### config.mk
export PLATFORM = sky130hd
export DESIGN_NAME = occ_rom_arbiter
export DESIGN_NICKNAME = d
export VERILOG_FILES = /design/src/rtl/occ_rom_arbiter.sv
export SDC_FILE = /design/constraint.sdc
export NUM_CORES = 1
export LEC_CHECK = 0
export ABC_AREA = 1
export CORE_ASPECT_RATIO = 1.25
export CORE_UTILIZATION = 35
export CTS_BUF_LIST = sky130_fd_sc_hd__clkbuf_16
export DETAILED_ROUTE_END_ITERATION = 10
export PLACE_DENSITY_LB_ADDON = 0.2
export SYNTH_ARGS = -nofsm -noshare
export SYNTH_HDL_FRONTEND = slang
export SYNTH_SLANG_ARGS = --single-unit
export TNS_END_PERCENT = 100
### constraint.sdc
create_clock -name clk -period 1.5 [get_ports clk]
set_input_delay 0.225 -clock clk [delete_from_list [all_inputs] [get_ports clk]]
set_output_delay 0.225 -clock clk [all_outputs]
set_load 0.03 [all_outputs]
### src/rtl/occ_rom_arbiter.sv
// Round-robin arbiter sharing one Occ ROM read port between N_REQ cores.
// One read in flight at a time; a missing ROM response times out with zero data and a sticky error.
module occ_rom_arbiter #(
    parameter int N_REQ   = 2,
    parameter int ADDR_W  = 8,
    parameter int DATA_W  = 32,
    parameter int TIMEOUT = 15
) (
    input  logic                      clk,
    input  logic                      rst_n,
    input  logic [N_REQ-1:0]          req_ce_i,
    input  logic [N_REQ*ADDR_W-1:0]   req_addr_i,
    output logic [DATA_W-1:0]         req_data_o,
    output logic [N_REQ-1:0]          req_valid_o,
    output logic                      ce_rom_Occ_o,
    output logic [ADDR_W-1:0]         addr_rom_Occ_o,
    input  logic [DATA_W-1:0]         data_Occ_i,
    input  logic                      data_Occ_valid_i,
    output logic                      err_o,
    input  logic                      err_clr_i,
    output logic                      busy_o
);

    localparam int IDX_W = (N_REQ > 1) ? $clog2(N_REQ) : 1;
    localparam logic [IDX_W-1:0] LAST_IDX  = IDX_W'(N_REQ - 1);
    localparam logic [7:0]       TIMEOUT_C = 8'(TIMEOUT);

    typedef enum logic [1:0] {IDLE, ISSUE, WAIT, RESP} state_t;

    state_t             state, state_nx;
    logic [IDX_W-1:0]   rr_ptr, grant_idx;
    logic [IDX_W-1:0]   pick, pick_hi, pick_lo;
    logic               found, found_hi, found_lo;
    logic [ADDR_W-1:0]  addr_reg, pick_addr;
    logic [DATA_W-1:0]  data_reg;
    logic [7:0]         cnt;
    logic               err, guard;
    logic               timeout_hit;
    logic [N_REQ-1:0]   grant_oh, req_masked;

    assign grant_oh   = {{(N_REQ-1){1'b0}}, 1'b1} << grant_idx;
    // The core just served is hidden for one IDLE cycle so it can drop ce without being re-granted.
    assign req_masked = req_ce_i & ~(guard ? grant_oh : '0);

    // First requester at or above the pointer wins; otherwise wrap to the lowest one below it.
    always_comb begin
        found_hi = 1'b0;
        found_lo = 1'b0;
        pick_hi  = '0;
        pick_lo  = '0;
        for (int j = N_REQ - 1; j >= 0; j--) begin
            if (req_masked[j]) begin
                if (IDX_W'(j) >= rr_ptr) begin
                    found_hi = 1'b1;
                    pick_hi  = IDX_W'(j);
                end else begin
                    found_lo = 1'b1;
                    pick_lo  = IDX_W'(j);
                end
            end
        end
        pick  = found_hi ? pick_hi : pick_lo;
        found = found_hi | found_lo;
    end

    always_comb begin
        pick_addr = '0;
        for (int k = 0; k < N_REQ; k++) begin
            if (pick == IDX_W'(k)) begin
                pick_addr = req_addr_i[k*ADDR_W +: ADDR_W];
            end
        end
    end

    assign timeout_hit = (state == WAIT) && !data_Occ_valid_i && ((cnt + 8'd1) == TIMEOUT_C);

    always_comb begin
        state_nx       = state;
        ce_rom_Occ_o   = 1'b0;
        req_valid_o    = '0;
        addr_rom_Occ_o = addr_reg;
        req_data_o     = data_reg;
        err_o          = err;
        busy_o         = (state != IDLE);
        case (state)
            IDLE:  if (found) state_nx = ISSUE;
            ISSUE: begin
                ce_rom_Occ_o = 1'b1;
                state_nx     = WAIT;
            end
            WAIT:  if (data_Occ_valid_i || timeout_hit) state_nx = RESP;
            RESP: begin
                req_valid_o = grant_oh;
                state_nx    = IDLE;
            end
            default: state_nx = IDLE;
        endcase
    end

    always_ff @(posedge clk) begin
        if (!rst_n) begin
            state     <= IDLE;
            rr_ptr    <= '0;
            grant_idx <= '0;
            addr_reg  <= '0;
            data_reg  <= '0;
            cnt       <= '0;
            err       <= 1'b0;
            guard     <= 1'b0;
        end else begin
            state <= state_nx;
            case (state)
                IDLE: begin
                    guard <= 1'b0;
                    if (found) begin
                        grant_idx <= pick;
                        addr_reg  <= pick_addr;
                    end
                end
                ISSUE: cnt <= '0;
                WAIT: begin
                    if (data_Occ_valid_i) begin
                        data_reg <= data_Occ_i;
                    end else if (timeout_hit) begin
                        data_reg <= '0;
                    end else begin
                        cnt <= cnt + 8'd1;
                    end
                end
                RESP: begin
                    rr_ptr <= (grant_idx == LAST_IDX) ? '0 : grant_idx + IDX_W'(1);
                    guard  <= 1'b1;
                end
                default: ;
            endcase
            // A timeout in the same cycle as a clear request keeps the flag set.
            if (timeout_hit) begin
                err <= 1'b1;
            end else if (err_clr_i) begin
                err <= 1'b0;
            end
        end
    end

endmodule

== Word level (Yosys, flattened, before mapping) ==
Cells that the tools add are included.

* Register bits after elaboration: 54
* Bits of input ports: 54
* Output and inout port bits: 45
* Word-level logic and storage cells: 67

* Add/sub/neg operators: 2
* $lt $le $gt $ge: 2
* Equal/unequal tests: 8
* Shifts and indexed selects: 1
* Multiplexer cells: 29
* Bitwise gates (word level): 3
* Reductions and logical operators: 14

{| class="wikitable"
|+ Operators with widths
! kind !! number
|-
| 32-bit 2-to-1 mux || 2
|-
| 8-bit 2-to-1 mux || 3
|-
| 1-bit 2-to-1 mux || 17
|-
| 8-bit one-hot mux with 2 select lines || 1
|-
| 2-bit nonzero test || 5
|-
| 8-bit by 1-bit adder with 8-bit output, second input constant || 1
|-
| 8-bit by 4-bit == test with 1-bit output, second input constant || 1
|-
| 2-bit 2-to-1 mux || 4
|-
| 2-bit one-hot mux with 4 select lines || 1
|-
| 2-bit inequality test, second input constant || 3
|-
| 2-bit AND reduction || 3
|-
| 2-bit == test, second input constant || 2
|-
| 3-bit AND reduction || 1
|-
| 2-bit bitwise AND || 1
|-
| 2-bit by 1-bit == test with 1-bit output, second input constant || 1
|-
| 1-bit greater-or-equal comparator, first input constant || 2
|-
| 1-bit logical AND || 2
|-
| 2-bit logical NOT || 1
|-
| 2-bit by 1-bit inequality test with 1-bit output, second input constant || 1
|-
| 2-bit inverter || 1
|-
| 1-bit one-hot mux with 2 select lines || 1
|-
| 1-bit by 1-bit << shifter with 2-bit output, first input constant || 1
|-
| 1-bit adder, second input constant || 1
|-
| 1-bit logical NOT || 1
|-
| other kinds (2) || 2
|}

== Longest topological paths before layout ==
Gate-level depths: netlist of the first run.

* Depth after elaboration: 10
* Depth in mapped cells: 13

== Worst setup path before layout of the first run ==
Ideal clock, no wire load.

* Path type: register to register
* Start: reg state[0]
* End: reg data_reg[0] (netlist: req_data_o[0])
* Arrival time: 1.532 ns
* Data required time: 1.368 ns
* Slack: -0.164 ns
* Stages on the path, launching flop included: 14
* Clock period less this slack: 1.664 ns
* Cells stage by stage: dfxtp_1 > inv_1 > ha_1 > buf_2 > nand3_1 > nor2_1 > nand2_1 > nor2_1 > nand3_2 > nand2_2 > nand2_4 > buf_6 > nand2_1 > a21oi_1

* Longest elaborated chain between the ends: 5

{| class="wikitable"
|+ RTL lines
! item !! line !! text
|-
| start: declaration || 30 || <nowiki>state_t state, state_nx;</nowiki>
|-
| start signal: assignment || 111 || <nowiki>state <= state_nx;</nowiki>
|-
| 2-bit == test (*) || 75, 112 ||
|-
| 1-bit logical AND (2 in series) || 75 || <nowiki>assign timeout_hit = (state == WAIT) && !data_Occ_valid_i && ((cnt + 8'd1) == TIMEOUT_C);</nowiki>
|-
| 2-bit nonzero test (no line) || - ||
|-
| 2-bit AND reduction (no line) (*) || - ||
|-
| end signal: assignment || 123 || <nowiki>data_reg <= data_Occ_i;</nowiki>
|-
| end: declaration || 35 || <nowiki>logic [DATA_W-1:0] data_reg;</nowiki>
|}

Every way passes the cells marked *; elsewhere a longest branch is shown, timed or not.
A chain may end at the register's enable or synchronous reset.

== Worst setup path after layout of the first run ==
* Start: reg cnt[0]
* End: reg data_reg[31] (netlist: req_data_o[31])

* Longest elaborated chain between the ends: 5

{| class="wikitable"
|+ RTL lines
! item !! line !! text
|-
| start: declaration || 36 || <nowiki>logic [7:0] cnt;</nowiki>
|-
| start signal: assignment || 127 || <nowiki>cnt <= cnt + 8'd1;</nowiki>
|-
| 8-bit by 1-bit adder with 8-bit output || 75 ||
|-
| 8-bit by 4-bit == test with 1-bit output || 75 ||
|-
| 1-bit logical AND || 75 ||
|-
| 2-bit nonzero test (no line) || - ||
|-
| 2-bit AND reduction (no line) || - ||
|}

Every way passes these cells.

==> results of run 1 <==
[cell usage after synthesis (2+ instances only)]
library cell,count
o211ai_1,8
nor2_1,17
o21ai_0,7
a21oi_1,43
ha_1,6
o21ai_1,5
inv_1,34
a21oi_2,2
nand4_1,2
nand2_2,4
nand2_1,106
dfxtp_1,54
clkbuf_1,8
nand3_2,2
buf_6,4
nand3_1,15
[power by group]
part,total [mW],internal (mW),switching (mW),leakage [nW]
clock network,1.31,0.788,0.517,0.0818
logic,3.04,1.30,1.73,1.30
registers,1.98,1.75,0.227,0.444
total,6.32,3.84,2.48,1.83
[final cells by class]
cell class,count,area (um2),area share [%]
Clock buffer,5,125,2.97
Tap cell,87,109,2.58
Inverter,36,135,3.21
Clock inverter,3,42.5,1.01
Sequential cell,54,1090,26.0
Multi-Input combinational cell,226,1460,34.8
Timing Repair Buffer,133,1240,29.5
[what timing repair did]
action                     4_1_cts  5_1_grt
pin swaps                       14       13
gates resized for setup         83       59
buffers inserted                 3        2
cloned                           3        0
setup endpoints to repair       87       55
[worst register-to-register path, stage by stage, from the launching register on]
cell and delay (ns):
dfxtp_4 0.38, ha_4 0.16, inv_2 0.04, nand2_2 0.06, nand3_2 0.07, nor2_1 0.09, nand2_1 0.07, nor2_2 0.13
nand3_4 0.16, nand2_8 0.18, nand2_8 0.12, nand2_2 0.10, a21oi_2 0.04
[cell families after synthesis]
group | synth area share [%]
and+or+nand+nor | 26.5
AOI/OAI and AO/OA | 15.2
DFF | 45.4
buffers and inverters | 9.36
adders and majority gates | 3.16
xor gates and xnor gates | 0.368
[flip-flops by register name, summed over array words and instances, names as in the netlist]
signal	cells
guard	1
grant_idx	1
state	2
cnt	8
err_o	1
addr_rom_Occ_o	8
req_data_o	32
rr_ptr	1
[metrics by stage]
stage	area, um2	std cells	setup WS [ns]
finish	4210	544	-0.217
global route	4210	544	-0.317
CTS	4000	542	-0.126
detailed placement	3670	528	-0.358
global placement	3670	528	-0.295
floorplan	2430	327	-0.0740
[metal layers]
layer / vias to the layer above / global-route usage [%] / routed length, um / part of all wire [%]
met5: - / 0 / 0 / 0
met3: 8 / 5.26 / 360 / 5.2
met1: 1172 / 23.3 / 2870 / 41
met4: 0 / 6.64 / 109 / 1.6
met2: 71 / 34.2 / 3630 / 52
li1: 1304 / - / - / -
[final timing paths]
path              startpoint              to  slack, ns  cells past startpoint
setup reg to reg      cnt[0]  req_data_o[31]      -0.22                     12
hold reg to reg        err_o           err_o       0.46                      2
setup / recovery      cnt[0]  req_data_o[31]      -0.22                     12
hold / removal         err_o           err_o       0.46                      2
==> impl_table.tex, run 1 <==
\begin{tabular}{lr}
\hline
Metric & Value \\
\hline
\multicolumn{2}{l}{\textbf{Run status}} \\
\quad Status & finished, violations left \\
\quad Violations in the final reports & negative setup slack \\
\multicolumn{2}{l}{\textbf{Timing}} \\
\quad Worst Slack Setup Final & -0.217 ns \\
\quad Transition time at the pin with the least slew margin & 0.351 ns \\
\quad Final hold violations & 0 \\
\quad Post-Route Skew & 0.00638 ns \\
\quad Setup violations, final & 43 \\
\quad Minimum period implied by the final worst setup slack & 1.72 ns \\
\quad Max-slew headroom at the worst pin & 76.7\% \\
\quad TNS Setup & -7.88 ns \\
\quad Final Slew Violations & 0 \\
\quad Worst hold margin & 0.464 ns \\
\quad Final Cycle Share & 114\% \\
\quad Peak Freq & 583 MHz \\
\quad Setup repair after global routing missed its margin & yes \\
\multicolumn{2}{l}{\textbf{Yosys}} \\
\quad Share of Yosys cell area claimed by the top area cell type & 45.4\% \\
\quad Count of yosys warnings during synthesis & 0 \\
\quad Library cell with the largest summed area after synthesis & dfxtp\_1 \\
\quad Post-synth ARST share & 0\% \\
\quad Dominant register cell in the synthesized netlist & dfxtp\_1 \\
\quad Number of synthesized register bits & 54 \\
\quad Count of flip-flops with a built-in enable after synthesis & 0 \\
\quad Share of synthesized area occupied by flip-flops and latches & 45.4\% \\
\quad Area contributors post-synth & dfxtp\_1 (45\%), nand2\_1 (17\%), a21oi\_1 (9.0\%), inv\_1 (5.4\%), ha\_1 (3.2\%) \\
\quad Post-Syn Area per Cell & 7.27 um2 \\
\quad Unique cell type count in the Yosys netlist & 26 \\
\quad Synthesized netlist cell count & 327 \\
\quad Mapped cell area & 2380 um2 \\
\quad Syn\_nets & 387 \\
\multicolumn{2}{l}{\textbf{Clock network}} \\
\quad Clock sink count & 54 \\
\quad Later-pin clock latency in the skew report & 0.29 ns \\
\quad Clock buffer depth & 2 \\
\quad Clock-pin slew on the worst setup and hold paths & 0.07 ns \\
\quad Post-cts hold buffer count & 0 \\
\quad TritonCTS clock tree & built \\
\quad H-Tree Depth & 2 \\
\quad Root buffer cell & clkbuf\_16 \\
\quad Clock buffer count from CTS & 5 \\
\multicolumn{2}{l}{\textbf{Placement}} \\
\quad Final HPWL from detailed placement & 4.57 mm \\
\quad Number of port buffers & 98 \\
\quad Final weighted congestion in routability-driven placement & 0.845 \\
\multicolumn{2}{l}{\textbf{Critical path}} \\
\quad Worst path slowest cell & dfxtp\_4 \\
\quad Kind of critical path & flop to flop \\
\quad Startpoint Class & flop \\
\quad Worst path top cell family by delay & simple AND/OR/NAND/NOR gates \\
\quad Data required, critical path & 1.67 ns \\
\quad Worst-path maximum fanout & 8 \\
\quad Cell Chain, Critical Path & ha\_4 -> inv\_2 -> nand2\_2 -> nand3\_2 -> nor2\_1 -> nand2\_1 -> nor2\_2 -> nand3\_4 -> nand2\_8 -> nand2\_8 -> nand2\_2 -> a21oi\_2 \\
\quad Critical Path End Type & flop \\
\quad Highest cell delay on the worst timing path & 0.38 ns \\
\quad Worst Path Arrival & 1.89 ns \\
\quad Critical path buffer and inverter count & 1 \\
\multicolumn{2}{l}{\textbf{Detailed routing}} \\
\quad First-pass DRT Iterations & 4 \\
\quad Antenna Nets Post-Route & 0 \\
\quad Routed Wire Length & 6.97 mm \\
\quad Routed vias & 2,555 \\
\quad Via-to-Cell Ratio & 4.70 \\
\quad Routed wire length per instance & 12.8 um \\
\quad DRC & 0 \\
\quad Initial DRC count & 69 \\
\multicolumn{2}{l}{\textbf{Finish}} \\
\quad Diode insertion count for antenna repair & 0 \\
\quad Leading cell types in the layout, fill and taps excluded & nand2\_1 (70), clkdlybuf4s50\_1 (53), dfxtp\_1 (47), dlygate4sd2\_1 (41) \\
\quad Area overhead of the layout relative to synthesis & 77.1\% \\
\quad Number of nets in the final layout & 516 \\
\quad Share of final-layout standard cells stronger than drive strength 1 & 30.4\% \\
\quad Number of filler instances in the final layout & 593 \\
\quad Commonest non-fill, non-tap cell in the layout & nand2\_1 \\
\quad Layout Utilization & 64.2\% \\
\multicolumn{2}{l}{\textbf{Global route}} \\
\quad Global-route usage over all layers & 19.9\% \\
\quad Wire length of the first global-routing pass & 10.7 mm \\
\quad Pin count of the biggest net entering global routing & 33 \\
\quad Antenna violations before repair & 0 \\
\quad Overall overflow remaining after global route & 0 \\
\quad Vias in the first global route & 2,375 \\
\multicolumn{2}{l}{\textbf{Pwr}} \\
\quad Leakage power figure & 1.83 nW \\
\quad Worst-case vdd ir drop & 1.07 mV \\
\quad Sum of internal, switching and leakage power & 6.32 mW \\
\quad Power per Cell Area & 1500 nW/um2 \\
\multicolumn{2}{l}{\textbf{Floorplanning}} \\
\quad Total die area & 7130 um2 \\
\quad Effective utilization at floorplan & 36.2\% \\
\quad Floorplan die height & 94.2 um \\
\quad Top-level I/O count & 99 \\
\quad Core footprint & 6570 um2 \\
\quad Floorplan row count & 33 \\
\quad Die width & 75.7 um \\
\multicolumn{2}{l}{\textbf{Flow run}} \\
\quad Number of violations of the max-capacitance limit & 0 \\
\multicolumn{2}{l}{\textbf{Min path}} \\
\quad Worst min path class & flop to flop \\
\hline
\end{tabular}
Power figures use the tool's default switching activity.
==> run 2: changes to the inputs <==
- ABC_CLOCK_PERIOD_IN_PS: unset -> 1500
- CTS_BUF_LIST: sky130_fd_sc_hd__clkbuf_16 -> sky130_fd_sc_hd__clkbuf_4 sky130_fd_sc_hd__clkbuf_8
==> run 2 against run 1 <==
Against the previous run: the run still ends with negative setup slack left; combinational power rose by 4%; clock power fell by 21%; largest power group unchanged; highest routed layer unchanged; worst hold slack got worse by 0.0033 ns; global-route usage barely moved.
==> impl_table.tex, run 2 (same netlist as run 1, synthesis figures left out) <==
\begin{tabular}{lr}
\hline
Metric & Value \\
\hline
\multicolumn{2}{l}{\textbf{Timing}} \\
\quad Max-slew headroom at the worst pin & 76.6\% \\
\quad Final Cycle Share & 112\% \\
\quad Final hold violations & 0 \\
\quad Transition time at the pin with the least slew margin & 0.353 ns \\
\quad Worst Slack Setup Final & -0.184 ns \\
\quad Setup violations, final & 43 \\
\quad Setup repair after global routing missed its margin & yes \\
\quad Final Slew Violations & 0 \\
\quad Minimum period implied by the final worst setup slack & 1.68 ns \\
\quad Peak Freq & 594 MHz \\
\quad Post-Route Skew & 0.00722 ns \\
\multicolumn{2}{l}{\textbf{Finish}} \\
\quad Number of nets in the final layout & 516 \\
\quad Commonest non-fill, non-tap cell in the layout & nand2\_1 \\
\quad Area overhead of the layout relative to synthesis & 72.2\% \\
\quad Share of final-layout standard cells stronger than drive strength 1 & 26.0\% \\
\quad Layout Cells excl Fill & 544 \\
\quad Final design area excluding fillers & 4100 um2 \\
\quad Leading cell types in the layout, fill and taps excluded & nand2\_1 (78), clkdlybuf4s50\_1 (53), dfxtp\_1 (47), a21oi\_1 (41), dlygate4sd2\_1 (41) \\
\quad Diode insertion count for antenna repair & 0 \\
\quad Number of filler instances in the final layout & 620 \\
\quad Flip-flop count of the largest register, all copies and words added & 32 \\
\multicolumn{2}{l}{\textbf{Critical path}} \\
\quad Data required, critical path & 1.69 ns \\
\quad Worst Path Arrival & 1.88 ns \\
\quad Worst-case reg-to-reg path depth & 12 \\
\quad Reg-to-reg critical path startpoint & cnt[1] \\
\quad Startpoint Class & flop \\
\quad R2r setup slk & -0.18 ns \\
\quad Critical Path End Type & flop \\
\quad Worst-path maximum fanout & 8 \\
\quad Worst path slowest cell & dfxtp\_4 \\
\quad Highest cell delay on the worst timing path & 0.38 ns \\
\quad Critical path origin & cnt[1] \\
\quad Kind of critical path & flop to flop \\
\quad Cell Chain, Critical Path & ha\_4 -> inv\_2 -> nand2\_2 -> nand3\_2 -> nor2\_1 -> nand2\_1 -> nor2\_2 -> nand3\_4 -> nand2\_8 -> nand2\_8 -> nand2\_1 -> a21oi\_1 \\
\quad Reg-to-reg critical path endpoint & req\_data\_o[23] \\
\quad Worst setup endpoint & req\_data\_o[23] \\
\multicolumn{2}{l}{\textbf{Min path}} \\
\quad Worst min path class & flop to flop \\
\quad Startpoint of the lowest-slack hold path & req\_data\_o[2] \\
\quad Cell count of the worst hold path & 2 \\
\multicolumn{2}{l}{\textbf{Clock network}} \\
\quad Root buffer cell & clkbuf\_8 \\
\quad Later-pin clock latency in the skew report & 0.31 ns \\
\quad Clock buffer depth & 2 \\
\quad TritonCTS clock tree & built \\
\quad Clock buffer count from CTS & 5 \\
\quad Clock sink count & 54 \\
\quad Clock-pin slew on the worst setup and hold paths & 0.10 ns \\
\quad H-Tree Depth & 2 \\
\quad Post-cts hold buffer count & 0 \\
\multicolumn{2}{l}{\textbf{Placement}} \\
\quad Number of port buffers & 98 \\
\quad Final HPWL from detailed placement & 4.57 mm \\
\quad Inst Count DP & 528 \\
\quad Placement-stage cell area & 3670 um2 \\
\quad Final weighted congestion in routability-driven placement & 0.845 \\
\multicolumn{2}{l}{\textbf{Global route}} \\
\quad Wire length of the first global-routing pass & 10.7 mm \\
\quad Antenna violations before repair & 0 \\
\quad Overall overflow remaining after global route & 0 \\
\quad Vias in the first global route & 2,397 \\
\quad Pin count of the biggest net entering global routing & 33 \\
\quad Global-route usage over all layers & 19.9\% \\
\multicolumn{2}{l}{\textbf{Detailed routing}} \\
\quad Antenna Nets Post-Route & 0 \\
\quad First-pass DRT Iterations & 4 \\
\quad Routed vias & 2,542 \\
\quad DRC & 0 \\
\quad Via-to-Cell Ratio & 4.67 \\
\quad Routed Wire Length & 6.84 mm \\
\quad Routed wire length per instance & 12.6 um \\
\quad Initial DRC count & 58 \\
\multicolumn{2}{l}{\textbf{Floorplanning}} \\
\quad Total die area & 7130 um2 \\
\quad Floorplan die height & 94.2 um \\
\quad Core footprint & 6570 um2 \\
\quad Effective utilization at floorplan & 36.2\% \\
\quad Floorplan row count & 33 \\
\quad Top-level I/O count & 99 \\
\quad Die width & 75.7 um \\
\multicolumn{2}{l}{\textbf{Pwr}} \\
\quad Power per Cell Area & 1500 nW/um2 \\
\quad Sum of internal, switching and leakage power & 6.16 mW \\
\quad Worst-case vdd ir drop & 0.864 mV \\
\quad Leakage power figure & 1.80 nW \\
\multicolumn{2}{l}{\textbf{Flow run}} \\
\quad Number of violations of the max-capacitance limit & 0 \\
\multicolumn{2}{l}{\textbf{Run status}} \\
\quad Status & finished, violations left \\
\quad Violations in the final reports & negative setup slack \\
\hline
\end{tabular}
==> run 2: cell count changes in the layout (fill, tap and decap cells not counted), sizes merged <==
| cell | delta |
|---|---|
| clkbuf | +3 |
| buf | -2 |
| clkinv | -1 |
==> run 2: how the worst min path moves through the flow <==
stage / slack [ns] / endpoint
2_1_floorplan: 0.37 / req_data_o[15]
3_3_place_gp: 0.45 / req_data_o[15]
3_5_place_dp: 0.45 / req_data_o[26]
4_1_cts: 0.46 / req_data_o[31]
5_1_grt: 0.46 / req_data_o[25]
6_report: 0.46 / req_data_o[2]
==> run 2: critical path: cells and delay by family (launching register included) <==
kind / cells / cell delay, ns
AND/OR/NAND/NOR: 9 / 0.93
flip-flops: 1 / 0.38
buffers and inverters: 1 / 0.04
AO/OA/AOI/OAI: 1 / 0.05
adder cells (fa/ha/maj): 1 / 0.16
==> run 2: through the flow <==
step	utilization (%)	hold WS, ns	TNS [ns]	setup slack (ns)
global route	62.4	0.463	-11.04	-0.282
global placement	55.8	0.447	-11.56	-0.295
CTS	60.5	0.456	-4.85	-0.129
floorplan	-	0.373	-2.18	-0.0740
detailed placement	55.8	0.452	-13.10	-0.358
finish	62.4	0.461	-6.42	-0.184
==> run 2: layout make-up <==
cell class	count	area, um2	area share [%]
Clock buffer	6	82.6	2.02
Clock inverter	2	38.8	0.947
Inverter	36	138	3.36
Multi-Input combinational cell	226	1360	33.1
Sequential cell	54	1090	26.7
Tap cell	87	109	2.66
Timing Repair Buffer	133	1280	31.2
==> run 2: power breakdown <==
part	internal [mW]	total [mW]	switching, mW
clock	0.549	1.03	0.485
sequential	1.75	1.96	0.212
combinational	1.42	3.16	1.74
==> run 2: timing repair <==
| item | CTS | global route |
|---|---|---|
| pin swaps | 15 | 14 |
| endpoints found under the setup margin | 87 | 53 |
| gates resized for setup | 91 | 23 |
| setup buffers | 2 | 1 |
| gates cloned | 3 | 2 |
==> run 2: per-layer routing <==
| layer | wire length (um) | GRT usage (%) | part of all wire, % | vias to the layer above |
|---|---|---|---|---|
| li1 | - | - | - | 1295 |
| met5 | 0 | 0 | 0 | - |
| met4 | 169 | 8.02 | 2.5 | 0 |
| met3 | 395 | 5.04 | 5.8 | 15 |
| met1 | 2830 | 23.3 | 41 | 1159 |
| met2 | 3450 | 33.7 | 50 | 73 |
